==> config.mk <==
export PLATFORM = sky130hd
export DESIGN_NAME = dmem_arbiter
export DESIGN_NICKNAME = d
export VERILOG_FILES = /design/src/rtl/dmem_pkg.sv /design/src/rtl/dmem_rr_pick.sv /design/src/rtl/dmem_arbiter.sv
export SDC_FILE = /design/constraint.sdc
export NUM_CORES = 1
export LEC_CHECK = 0
export CORE_ASPECT_RATIO = 1.5
export CORE_MARGIN = 3
export CORE_UTILIZATION = 39
export DETAILED_ROUTE_END_ITERATION = 6
export PLACE_DENSITY = 0.81
export SKIP_CTS_REPAIR_TIMING = 1
export SLEW_MARGIN = 30
export SYNTH_ARGS = -nofsm -noshare
export SYNTH_HDL_FRONTEND = slang
export SYNTH_HIERARCHICAL = 1
export SYNTH_SLANG_ARGS = --single-unit
==> constraint.sdc <==
create_clock -name clk -period 2.1 [get_ports clk]
set_input_delay 0.525 -clock clk [delete_from_list [all_inputs] [get_ports clk]]
set_output_delay 0.525 -clock clk [all_outputs]
set_load 0.01 [all_outputs]
==> src/rtl/dmem_pkg.sv <==
// Shared types and constants for the data-memory arbiter slice.
// Optional build macro: DMEM_ARB_FIXED_PRIO_EN (port 0 always wins on contention).
package dmem_pkg;

    localparam int DMEM_ADDR_W = 32;
    localparam int DMEM_DATA_W = 32;

    localparam logic PORT0 = 1'b0;
    localparam logic PORT1 = 1'b1;

    typedef enum logic [1:0] {
        IDLE   = 2'd0,
        STROBE = 2'd1,
        WAIT   = 2'd2,
        RESP   = 2'd3
    } dmem_arb_state_t;

    // One request as presented by a port, at the default bus widths.
    typedef struct packed {
        logic                   we;
        logic [DMEM_ADDR_W-1:0] addr;
        logic [DMEM_DATA_W-1:0] wdata;
    } dmem_req_t;

    // The port that is not 'id'.
    function automatic logic other_port(input logic id);
        return ~id;
    endfunction

endpackage

==> src/rtl/dmem_rr_pick.sv <==
// Two-way request picker: round-robin by default, fixed port-0 priority
// when DMEM_ARB_FIXED_PRIO_EN is defined (the pointer ports then vanish).
module dmem_rr_pick
    import dmem_pkg::*;
(
    input  logic req0,
    input  logic req1,
`ifndef DMEM_ARB_FIXED_PRIO_EN
    input  logic ptr,
    output logic ptr_nxt,
`endif
    output logic valid,
    output logic winner
);

    // Select a winner; the pointer only moves when both ports contend.
    always_comb begin
        valid = req0 | req1;
`ifndef DMEM_ARB_FIXED_PRIO_EN
        ptr_nxt = ptr;
        if (req0 && req1) begin
            winner  = ptr;
            ptr_nxt = other_port(ptr);
        end else if (req1) begin
            winner = PORT1;
        end else begin
            winner = PORT0;
        end
`else
        if (req0) begin
            winner = PORT0;
        end else if (req1) begin
            winner = PORT1;
        end else begin
            winner = PORT0;
        end
`endif
    end

endmodule

==> src/rtl/dmem_arbiter.sv <==
// Two-port arbiter/sequencer for an edge-triggered data memory. Each access
// is IDLE -> STROBE -> WAIT (MEM_LAT cycles) -> RESP, so the memory strobe is
// a single clean pulse that always rises from 0.
// Optional build macro: DMEM_ARB_FIXED_PRIO_EN (fixed priority, no rr pointer).
module dmem_arbiter
    import dmem_pkg::*;
#(
    parameter int ADDR_W  = 32,
    parameter int DATA_W  = 32,
    parameter int MEM_LAT = 2
) (
    input  logic              clk,
    input  logic              rst_n,
    input  logic              m0_req,
    input  logic              m0_we,
    input  logic [ADDR_W-1:0] m0_addr,
    input  logic [DATA_W-1:0] m0_wdata,
    output logic              m0_gnt,
    output logic              m0_rvalid,
    input  logic              m1_req,
    input  logic              m1_we,
    input  logic [ADDR_W-1:0] m1_addr,
    input  logic [DATA_W-1:0] m1_wdata,
    output logic              m1_gnt,
    output logic              m1_rvalid,
    output logic [DATA_W-1:0] rsp_rdata,
    output logic [ADDR_W-1:0] mem_address,
    output logic [DATA_W-1:0] mem_writeData,
    output logic              mem_read,
    output logic              mem_write,
    input  logic [DATA_W-1:0] mem_readdata,
    output logic              busy
);

    localparam int              CNT_W    = (MEM_LAT > 1) ? $clog2(MEM_LAT) : 1;
    localparam logic [CNT_W-1:0] CNT_LOAD = CNT_W'(MEM_LAT - 1);
    localparam logic [CNT_W-1:0] CNT_ONE  = CNT_W'(1);
    localparam logic [CNT_W-1:0] CNT_ZERO = CNT_W'(0);

    dmem_arb_state_t   state_q, state_d;
    logic [ADDR_W-1:0] addr_q, addr_d;
    logic [DATA_W-1:0] wdata_q, wdata_d;
    logic [DATA_W-1:0] rdata_q, rdata_d;
    logic              we_q, we_d;
    logic              win_q, win_d;
    logic [CNT_W-1:0]  cnt_q, cnt_d;
    logic [1:0]        gnt_q, gnt_d;
    logic [1:0]        rvalid_q, rvalid_d;
    logic              rd_q, rd_d;
    logic              wr_q, wr_d;
    logic              busy_q, busy_d;
    logic              pick_valid;
    logic              pick_win;
`ifndef DMEM_ARB_FIXED_PRIO_EN
    logic              rr_ptr_q, rr_ptr_d;
    logic              pick_ptr_nxt;
`endif

    dmem_rr_pick u_pick (
        .req0    (m0_req),
        .req1    (m1_req),
`ifndef DMEM_ARB_FIXED_PRIO_EN
        .ptr     (rr_ptr_q),
        .ptr_nxt (pick_ptr_nxt),
`endif
        .valid   (pick_valid),
        .winner  (pick_win)
    );

    // Next-state and next-output logic for the access sequencer.
    always_comb begin
        state_d  = state_q;
        addr_d   = addr_q;
        wdata_d  = wdata_q;
        rdata_d  = rdata_q;
        we_d     = we_q;
        win_d    = win_q;
        cnt_d    = cnt_q;
        gnt_d    = 2'b00;
        rvalid_d = 2'b00;
        rd_d     = 1'b0;
        wr_d     = 1'b0;
`ifndef DMEM_ARB_FIXED_PRIO_EN
        rr_ptr_d = rr_ptr_q;
`endif
        case (state_q)
            IDLE: begin
                if (pick_valid) begin
                    state_d = STROBE;
                    win_d   = pick_win;
                    if (pick_win == PORT1) begin
                        we_d    = m1_we;
                        addr_d  = m1_addr;
                        wdata_d = m1_wdata;
                        gnt_d   = 2'b10;
                    end else begin
                        we_d    = m0_we;
                        addr_d  = m0_addr;
                        wdata_d = m0_wdata;
                        gnt_d   = 2'b01;
                    end
                    // Exactly one strobe, asserted in the STROBE cycle only.
                    rd_d = ~we_d;
                    wr_d = we_d;
`ifndef DMEM_ARB_FIXED_PRIO_EN
                    rr_ptr_d = pick_ptr_nxt;
`endif
                end else begin
                    state_d = IDLE;
                end
            end
            STROBE: begin
                state_d = WAIT;
                cnt_d   = CNT_LOAD;
            end
            WAIT: begin
                if (cnt_q == CNT_ZERO) begin
                    state_d  = RESP;
                    rvalid_d = (win_q == PORT1) ? 2'b10 : 2'b01;
                    if (!we_q) begin
                        rdata_d = mem_readdata;
                    end else begin
                        rdata_d = rdata_q;
                    end
                end else begin
                    cnt_d = cnt_q - CNT_ONE;
                end
            end
            RESP: begin
                // Any request still high here waits for the IDLE cycle.
                state_d = IDLE;
            end
            default: begin
                state_d = IDLE;
            end
        endcase
        busy_d = (state_d != IDLE);
    end

    // State and registered outputs; reset abandons any in-flight access.
    always_ff @(posedge clk or negedge rst_n) begin
        if (!rst_n) begin
            state_q  <= IDLE;
            addr_q   <= {ADDR_W{1'b0}};
            wdata_q  <= {DATA_W{1'b0}};
            rdata_q  <= {DATA_W{1'b0}};
            we_q     <= 1'b0;
            win_q    <= PORT0;
            cnt_q    <= CNT_ZERO;
            gnt_q    <= 2'b00;
            rvalid_q <= 2'b00;
            rd_q     <= 1'b0;
            wr_q     <= 1'b0;
            busy_q   <= 1'b0;
`ifndef DMEM_ARB_FIXED_PRIO_EN
            rr_ptr_q <= PORT0;
`endif
        end else begin
            state_q  <= state_d;
            addr_q   <= addr_d;
            wdata_q  <= wdata_d;
            rdata_q  <= rdata_d;
            we_q     <= we_d;
            win_q    <= win_d;
            cnt_q    <= cnt_d;
            gnt_q    <= gnt_d;
            rvalid_q <= rvalid_d;
            rd_q     <= rd_d;
            wr_q     <= wr_d;
            busy_q   <= busy_d;
`ifndef DMEM_ARB_FIXED_PRIO_EN
            rr_ptr_q <= rr_ptr_d;
`endif
        end
    end

    assign m0_gnt        = gnt_q[0];
    assign m1_gnt        = gnt_q[1];
    assign m0_rvalid     = rvalid_q[0];
    assign m1_rvalid     = rvalid_q[1];
    assign rsp_rdata     = rdata_q;
    assign mem_address   = addr_q;
    assign mem_writeData = wdata_q;
    assign mem_read      = rd_q;
    assign mem_write     = wr_q;
    assign busy          = busy_q;

endmodule

### Yosys cells after proc, flatten, opt, wreduce, memory -nomap -nowiden

Index checks and enable logic that the tools add are counted.

* register bits after elaboration: 109
* latch bits: 0
* RAM bits: 0
* ROM bits: 0
* input bits: 166
* output and inout port bits: 103
* logic and storage cells: 51
* memories kept: 0

* add/subtract/negate cells: 1
* multiply operators: 0
* div/mod/pow operators: 0
* order comparisons: 0
* equal/unequal tests: 3
* shift-type cells: 0
* multiplexer cells: 22
* bitwise gates (word level): 5
* reduce and logical (&&, ||, !) cells: 7

Operators with widths (count)
* $mux W32: 2
* $mux W2: 7
* $mux W1: 11
* $pmux W2 S4: 1
* $reduce_and A3 Y1: 2
* $eq A2 B2 Y1 const B: 2
* $not A1 Y1: 4
* $reduce_bool A2 Y1: 2
* $eq A2 B1 Y1 const B: 1
* $logic_not A2 Y1: 1
* $pmux W1 S2: 1
* $reduce_and A2 Y1: 1
* $logic_and A1 B1 Y1: 1
* $or A1 B1 Y1: 1
* $sub A1 B1 Y1 const B: 1

### Logic depth before layout (Yosys ltp)

* depth in word-level cells: 8
* depth in mapped cells: 7
* mapped depth without buffers: 4

### Cells and area by module

The synthesis kept the hierarchy.

By module, submodules not included
* dmem_arbiter: times used 1, cells each 391, area an instance 4737.0 sq um, sequential area each 2727.6 sq um
* dmem_rr_pick: times used 1, cells each 5, area an instance 30.0 sq um, sequential area each 0.0 sq um

### Least setup slack after synthesis

OpenSTA, ideal clock, no wires.

* path type: flip-flop to flip-flop
* start point: reg state_q[0]
* end point: reg rdata_q[10], in the netlist rsp_rdata[10]
* library setup time: 0.125 ns
* arrival time: 1.424 ns
* data required time: 1.975 ns
* slack: 0.551 ns
* stages on the path, launching flop included: 6
* path buffers: 1
* clock period less this slack: 1.549 ns
* cells stage by stage: dfrtp_1 -> inv_1 -> ha_1 -> nor3b_4 -> buf_6 -> mux2_2

* cells in the longest elaborated chain, start to end: 2

RTL lines
* from (decl): RTL line dmem_arbiter.sv:40 `dmem_arb_state_t state_q, state_d;`
* from (signal assigned): RTL line dmem_arbiter.sv:159 `state_q <= state_d;`
* $eq A2 B2 Y1: RTL line dmem_arbiter.sv:86 `case (state_q)`
* $reduce_and A3 Y1 (no source line)
* to (signal assigned): RTL line dmem_arbiter.sv:146 `rdata_q <= {DATA_W{1'b0}};`
* to (signal assigned): RTL line dmem_arbiter.sv:162 `rdata_q <= rdata_d;`
* to (decl): RTL line dmem_arbiter.sv:43 `logic [DATA_W-1:0] rdata_q, rdata_d;`

Every way passes these cells.
A chain may end at the register's enable or synchronous reset.

### Worst setup path in the final report

* start point: reg addr_q[1], in the netlist mem_address[1]
* end point: out mem_address[1]

RTL lines
* from (decl): RTL line dmem_arbiter.sv:41 `logic [ADDR_W-1:0] addr_q, addr_d;`
* from (signal assigned): RTL line dmem_arbiter.sv:144 `addr_q <= {ADDR_W{1'b0}};`
* from (signal assigned): RTL line dmem_arbiter.sv:160 `addr_q <= addr_d;`
* to (decl): RTL line dmem_arbiter.sv:27 `output logic [ADDR_W-1:0] mem_address,`

No word-level cell between the ends.

==> key figures <==
Logic synthesis
  – Count leader, synth: a21oi_1
  – Largest area contributor in the netlist: dfrtp_1
  – Post-synthesis cell type count: 27
  – Synth Cell Area: 4770 um2
  – Yosys top cell area share: 57.2%
  – Most frequent cells after synthesis: 131 x a21oi_1, 109 x dfrtp_1, 65 x mux2i_1
  – Synth warnings: 6
  – Sequential fraction of the synthesis area: 57.2%
  – Asr flop ratio synth: 100%
  – Register bit total from synthesis: 109
  – Number of flops mapped to enable cells by yosys: 0
  – Main flop type after synthesis: dfrtp_1
  – Synth Instances: 396
  – Syn Area/Cell: 12.0 um2
  – Synth area leaders: dfrtp_1 57%, a21oi_1 14%, mux2i_1 14%, mux2_2 7.3%, buf_4 1.6%
  – Post-synth net total: 564

Critical path
  – RR Startpoint: state_q[0]
  – CP max stage cell: clkdlybuf4s50_1
  – R2R cell count: 5
  – Crit. End Element: output pin
  – Critical R2R Capture: rsp_rdata[27]
  – CP bufs+invs: 1
  – FF-to-FF setup slack: 0.44 ns
  – Crit Path Category: reg -> out
  – CP Cell Sequence: clkdlybuf4s50_1
  – Crit path DAT: 1.29 ns
  – Largest stage delay on the critical path: 0.59 ns
  – Critical Path RT: 1.57 ns
  – CP top delay family: buffers and inverters
  – Stages on worst setup path: 1
  – Worst-path fanout max: 2
  – Startpoint types: register

Routing
  – Via count: 4170
  – 1st-iter DRT viols: 175
  – Post-DR vias/cell: 5.09
  – DRT Pass-1 Iters: 4
  – Wirelength per Cell: 18.7 um
  – DRC: 0
  – Antenna-violating nets left: 0
  – Drt total wl: 15300 um

Power and ir drop
  – Internal power: 0.00726 W
  – Sequential Power Share: 33.8%
  – Tot Pwr: 0.0109 W
  – Psw: 0.00365 W
  – P_leak: 3.33 nW
  – Worst vdd ir: 672 uV
  – Comb power frac: 48.3%
  – Power per cell area: 1350 nW/um2
  – Clk pwr share: 17.8%
  – Switching share of power: 33.5%

Place
  – I/O Buffers: 268
  – Detail Placement HPWL: 11800 um
  – Gpl congestion: 0.810

Timing
  – Period minus WS final: 1.81 ns
  – Hold WS: 0.0776 ns
  – Final setup vio count: 0
  – Tightest Pin Transition: 0.490 ns
  – Hold Vio Cnt, Final: 0
  – RSZ-0062 raised after global routing: no
  – Slew margin rel.: 67.4%
  – Fmax achieved: 552 MHz
  – Crit share post-route: 86.3%
  – Final Max Tran Viols: 0
  – Clk_skew: 0.0138 ns
  – Sum Neg Setup Slack: 0 ns

Final layout
  – Area grow syn2layout: 69.8%
  – Layout cell share with drive strength beyond 1: 11.1%
  – Fin util: 69.1%
  – Nets@finish: 832
  – ANT cells: 0
  – # fillers: 869

CTS
  – Clock Latency Late Sink: 0.35 ns
  – CTS tree: done
  – CTS sink cnt: 109
  – Clock Tree Buf Depth: 2
  – Num CTS Buffers: 9
  – Clk root buf: clkbuf_16
  – H-tree depth: 3
  – Register clock-pin slew on the reported worst setup and hold paths: 0.08 ns

Floorplanning
  – Die height: 141 um
  – Die ar.: 13600 um2
  – Core Region: 11700 um2
  – Initial Utilization: 40.7%
  – Ports: 269
  – Die X: 96.3 um
  – Rows: 48

Global routing
  – First-pass GRT wire length: 23200 um
  – Largest net degree at the start of global routing: 51
  – GRT Util Overall: 22.4%
  – GRT overflow: 0
  – Vias in the first global route: 4458
  – Initial antenna violation count: 0

Flow run
  – Maxcap violations: 0

Worst hold path
  – Min-Delay Path Class: in -> async

Status
  – Status: completed
-- logic make-up (layout without fill, tap and decap cells) --
| group | after synthesis | in the layout | share of synthesized area [%] |
|---|---|---|---|
| compound gates | 135 | 135 | 14.3 |
| xor+xnor | 1 | 1 | 0.184 |
| fa+ha+maj | 2 | 2 | 0.525 |
| buf+inv | 37 | 310 | 4.36 |
| flops | 109 | 109 | 57.2 |
| mux | 98 | 98 | 21.4 |
| simple gates | 14 | 14 | 1.94 |
-- placed cells by master, fill, tap and decap left out --
cell type,n
nor3b_4,1
mux2_2,31
or2_2,1
a21oi_1,131
bufinv_16,3
nand2_1,2
nor3b_1,1
nor2_1,3
o21ai_0,1
ha_1,1
and2_2,1
buf_12,10
xnor2_1,1
or2b_1,1
and3_1,1
and3b_1,1
a21o_1,1
mux2i_1,65
clkinv_4,1
clkbuf_16,9
a21boi_4,1
clkdlybuf4s50_1,267
ha_2,1
dfrtp_1,109
o211ai_1,1
and2_1,1
buf_4,13
inv_1,4
mux2_1,2
inv_6,2
clkbuf_1,1
nor2b_1,1
-- state kept, by name, indices dropped and copies added, names as in the netlist --
signal         flops
mem_address       32
rr_ptr_q           1
win_q              1
mem_write          1
cnt_q              1
gnt_q              2
mem_read           1
mem_writeData     32
rsp_rdata         32
state_q            2
we_q               1
busy               1
rvalid_q           2
-- power by group through the flow --
stage / logic [W] / clock network, W / registers, W
3_5_place_dp: 0.00533 / 0 / 0.00371
5_1_grt: 0.00568 / 0.00205 / 0.00381
2_1_floorplan: 0.00188 / 0 / 0.00412
6_report: 0.00528 / 0.00195 / 0.00369
3_3_place_gp: 0.00518 / 0 / 0.00367
4_1_cts: 0.00535 / 0.00196 / 0.00369
-- routing by layer --
metal | track usage, % | vias up | share of wire (%)
met4 | 9.07 | 0 | 3.2
met1 | 24.5 | 2013 | 35
met3 | 4.35 | 30 | 7.0
met5 | 0 | - | 0
li1 | - | 1951 | -
met2 | 41.1 | 176 | 55
-- worst max path at each step --
stage | from | to
floorplan | state_q[0] | rsp_rdata[10]
global placement | m0_req | mem_address[19]
detailed placement | m0_req | mem_address[10]
CTS | mem_writeData[26] | mem_writeData[26]
global route | mem_writeData[26] | mem_writeData[26]
finish | mem_address[1] | mem_address[1]
-- metrics by stage --
| step | std cells | instance area [um2] | setup slack, ns |
|---|---|---|---|
| global placement | 803 | 7750 | 0.0476 |
| finish | 819 | 8090 | 0.287 |
| detailed placement | 803 | 7750 | -0.0232 |
| CTS | 819 | 8090 | 0.264 |
| global route | 819 | 8090 | 0.228 |
| floorplan | 396 | 4770 | 0.551 |
-- area by class of cell --
cell class | instances | area [um2] | share of cell area (%)
Inverter | 4 | 15.0 | 0.186
Multi-Input combinational cell | 250 | 1850 | 22.8
Sequential cell | 109 | 2730 | 33.7
Clock buffer | 10 | 229 | 2.83
Timing Repair Buffer | 290 | 2970 | 36.7
Clock inverter | 6 | 116 | 1.44
Tap cell | 150 | 188 | 2.32
No activity file was read; power rests on OpenSTA's default activity.
